[config.mk]
export PLATFORM = sky130hd
export DESIGN_NAME = rrf
export DESIGN_NICKNAME = d
export VERILOG_FILES = /design/src/rtl/rrf.sv
export SDC_FILE = /design/constraint.sdc
export NUM_CORES = 1
export LEC_CHECK = 0
export BUFFER_PORTS_ARGS = -buffer_cell sky130_fd_sc_hd__buf_2
export CAP_MARGIN = 20
export CORE_MARGIN = 2
export CORE_UTILIZATION = 50
export DETAILED_ROUTE_END_ITERATION = 7
export GPL_TIMING_DRIVEN = 0
export PLACE_DENSITY = 0.76
export SLEW_MARGIN = 20
export SYNTH_ARGS = -nofsm -noshare
export SYNTH_HDL_FRONTEND = slang
export SYNTH_SLANG_ARGS = --single-unit
[constraint.sdc]
create_clock -name clk -period 2.3 [get_ports clk]
set_clock_uncertainty 0.2 [all_clocks]
set_input_delay 0.115 -clock clk [delete_from_list [all_inputs] [get_ports clk]]
set_output_delay 0.115 -clock clk [all_outputs]
set_load 0.05 [all_outputs]
[src/rtl/rrf.sv]
// Retirement RAT: committed arch->phys map, frees displaced phys regs through a small buffer.
// Latency: map write and freed register visible 1 cycle after the commit edge; no bypass.
// Backpressure: commit_ready drops while the free buffer is full. RRF_PERF_CNT_EN adds commit_count.
module rrf #(
   parameter int NUM_ARCH_REGS  = 32,
   parameter int PHYS_W         = 6,
   parameter int FREE_BUF_DEPTH = 4
) (
   input  logic                            clk,
   input  logic                            rst,
   input  logic                            commit_valid,
   input  logic [PHYS_W-1:0]               commit_phys,
   input  logic [$clog2(NUM_ARCH_REGS)-1:0] commit_arch,
   output logic                            commit_ready,
   output logic                            free_valid,
   output logic [PHYS_W-1:0]               free_phys,
   input  logic                            free_ready,
   output logic [NUM_ARCH_REGS*PHYS_W-1:0] rrat_map
`ifdef RRF_PERF_CNT_EN
   ,
   output logic [31:0]                     commit_count
`endif
);

   localparam int PW = $clog2(FREE_BUF_DEPTH);

   logic [PHYS_W-1:0] map_q  [NUM_ARCH_REGS];
   logic [PHYS_W-1:0] fbuf_q [FREE_BUF_DEPTH];
   logic [PW:0]       head_q;
   logic [PW:0]       tail_q;
   logic              full;
   logic              empty;
   logic              commit_fire;
   logic              pop_fire;

   // Extra wrap bit distinguishes full from empty when the index bits match.
   assign full         = (head_q[PW-1:0] == tail_q[PW-1:0]) && (head_q[PW] != tail_q[PW]);
   assign empty        = (head_q == tail_q);
   assign commit_ready = !full;
   assign commit_fire  = commit_valid && commit_ready;
   assign free_valid   = !empty;
   assign free_phys    = fbuf_q[head_q[PW-1:0]];
   assign pop_fire     = free_valid && free_ready;

   always_ff @(posedge clk) begin
      if (rst) begin
         for (int i = 0; i < NUM_ARCH_REGS; i++)
            map_q[i] <= PHYS_W'(i);
         for (int i = 0; i < FREE_BUF_DEPTH; i++)
            fbuf_q[i] <= '0;
         head_q <= '0;
         tail_q <= '0;
      end else begin
         // x0 is never renamed, so a commit to it displaces nothing.
         if (commit_fire && commit_arch != '0) begin
            map_q[commit_arch]       <= commit_phys;
            fbuf_q[tail_q[PW-1:0]]   <= map_q[commit_arch];
            tail_q                   <= tail_q + 1'b1;
         end
         if (pop_fire)
            head_q <= head_q + 1'b1;
      end
   end

   always_comb begin
      rrat_map = '0;
      for (int i = 0; i < NUM_ARCH_REGS; i++)
         rrat_map[i*PHYS_W +: PHYS_W] = map_q[i];
   end

`ifdef RRF_PERF_CNT_EN
   always_ff @(posedge clk) begin
      if (rst)
         commit_count <= '0;
      else if (commit_fire)
         commit_count <= commit_count + 32'd1;
   end
`endif

endmodule

==> impl_metrics.ini <==
[layout]
seq_area_mm2 = 0.00666
nNetsFinal = 1109
nFillCells = 1541
multi_input_area_mm2 = 0.00397
drive_gt1_share_pct = 36.9
area_delta_synth_final_pct = 29.7

[setup_path]
start_kind = flip-flop
worst_ep_arrival_time_ps = 2430
crit_type = reg -> reg
max_stage_delay_ps = 360
crit_fanout = 5
cp.required_ps = 2370
cp_slowest_cell = dfxtp_4
crit_chain = xnor2_4 > a311oi_2 > buf_4 > buf_6 > nand3_4 > buf_12 > clkbuf_16 > or3_1
cp-end-kind = flip-flop

[run_status]
run_status = finished, violations left
violations = setup timing

[sta]
relSlewSlack_pct = 21.0
fin_ws_ps = -65.7
hold_viol = 0
period_minus_slack_ps = 2370
rsz0062_at_grt = yes
fmax_ghz = 0.423
setup_tns_ps = -1640
worst_pin_slew_ps = 1180
fin_crit_sh_pct = 103
setup_violations = 69
drv_slew = 0

[logic_synthesis]
synth_area_per_cell_um2 = 13.0
synth-edff-count = 216
synth_top_area_share_pct = 61.5
yosys-top-cells-count = edfxtp_1 (216), mux2i_1 (81), and2_1 (78)
synthArstFlopShare_pct = 0
ys_seq_elements = 224
synthCells = 812
netlist_area_mm2 = 0.0105
synth_seq_area_share_pct = 63.1
yosysTopAreaCell = edfxtp_1
ys.flop_type = edfxtp_1
yosysWarnings = 0
yosysMostFrequentCell = edfxtp_1
synth_cell_types = 42
synthTopCellsByArea = edfxtp_1 (62%), mux2i_1 (7.7%), and2_1 (4.6%)

[routing]
routedWlPerCell_um = 29.2
vias_per_cell = 6.27
num_vias = 8674
ant_nets = 0
drcViolationCount = 0
routed_wl_mm = 40.4
first_pass_iters = 6
drt_iter0_markers = 824

[global_route]
antenna_found_initial = 0
grt_max_degree = 14
overflow = 0
grt_pass1_vias = 8394
grt.total_usage_pct = 35.5
grt_first_pass_wirelength_mm = 55.5

[clock_network]
clk_path_buf_depth = 3
cts_tree = yes
htreeDepth = 1
clk_latency_ps = 530
clock_sinks = 224
path_clk_slew_ps = 60
ctsRootBufferMaster = clkbuf_16
cts_buffers = 24

[die]
core_mm2 = 0.0208
io_pins = 215
rows = 53
die_area_mm2 = 0.0223
start_util_pct = 50.6
dieHeight_um = 149
die_w_um = 149

[placed_design]
gp_congestion = 1.04
hpwlAfterDp_mm = 28.6
dp_slack_ps = -1190
io_buffers = 214

[min_path]
hp-class = in -> reg

[power_and_ir_drop]
peakVddDrop_mv = 0.648
pwr_density_cell_mw_per_mm2 = 790
p_leak_nw = 5.21

[job]
maxCapViolations = 0
## logic make-up after synthesis
logic type,share of synthesized area [%]
xor gates and xnor gates,0.582
muxes,10.4
other,0.0356
DFF,63.1
and+or+nand+nor,19.1
adders and majority gates,0.237
buffers and inverters,2.84
AOI/OAI and AO/OA,3.77
## through the flow
stage	util [%]	hold slack, ps	power (mW)	cells	cell area, µm²
after floorplan	-	89.0	6.31	817	10600
after global routing	65.6	42.9	11.0	1383	13700
after CTS	63.8	28.7	10.7	1375	13300
after global placement	57.5	196	6.90	1306	12000
final	65.7	32.6	10.8	1384	13700
after detailed placement	57.5	207	6.92	1306	12000
## final cells by class
| cell class | instances | area share, % |
|---|---|---|
| Tap cell | 275 | 2.52 |
| Multi-Input combinational cell | 517 | 29.1 |
| Buffer | 72 | 3.36 |
| Clock inverter | 7 | 0.421 |
| Clock buffer | 35 | 5.00 |
| Inverter | 3 | 0.0824 |
| Sequential cell | 224 | 48.7 |
| Antenna cell | 1 | 0.0183 |
| Timing Repair Buffer | 250 | 10.8 |
## sequential cells by signal, summed over array words and instances, names as in the netlist, named ones only
register  count
tail_q        3
head_q        3
fbuf_q       24
map_q       192
## routing by layer
layer,global-route usage (%),part of all wire [%]
met1,44.8,35
met3,8.29,12
met5,0,0
met2,57.8,47
met4,17.4,6.2
## placed cells by master (no fill, tap or decap), types with 6 or more instances in the layout
master,instances
conb_1,6
or2_2,9
nor2_4,8
mux2_2,11
clkbuf_1,52
edfxtp_1,216
nand4_1,9
a22oi_1,32
nor3_1,45
o22ai_1,12
mux4_2,7
nor2_2,9
buf_6,10
nand2_1,18
buf_2,215
dlygate4sd3_1,8
clkbuf_16,31
nand3b_1,6
and2_1,78
or2_4,25
or3_1,64
buf_4,21
mux2i_1,77
nor2_1,31
## critical path, delay by kind of cell (launching register included)
family	cells	cell delay, ps
DFF	1	360
AOI/OAI and AO/OA	1	290
buffers and inverters	4	700
and+or+nand+nor	2	420
xor gates and xnor gates	1	140
## worst paths after layout
kind | depth (start not counted) | start | slack [ps] | endpoint
worst max-delay path | 8 | head_q[0] | -70 | map_q[24][4]
worst min-delay path | 2 | rst | 30 | map_q[28][4]
worst max register to register | 8 | head_q[0] | -70 | map_q[24][4]
worst min register to register | 2 | tail_q[2] | 330 | tail_q[2]
## report_power, final
group / total (mW) / internal (mW) / switching (mW)
Sequential: 4.92 / 4.73 / 0.197
Clock: 3.74 / 2.16 / 1.58
Combinational: 2.14 / 0.566 / 1.58
## timing repair
item,CTS,global route
cloned,1,3
setup endpoints to repair,416,302
resized for setup,84,87
hold endpoints to repair,14,0
pin swaps,6,6
buffers inserted,19,5
hold buffers,8,0
Power figures use the tool's default switching activity.
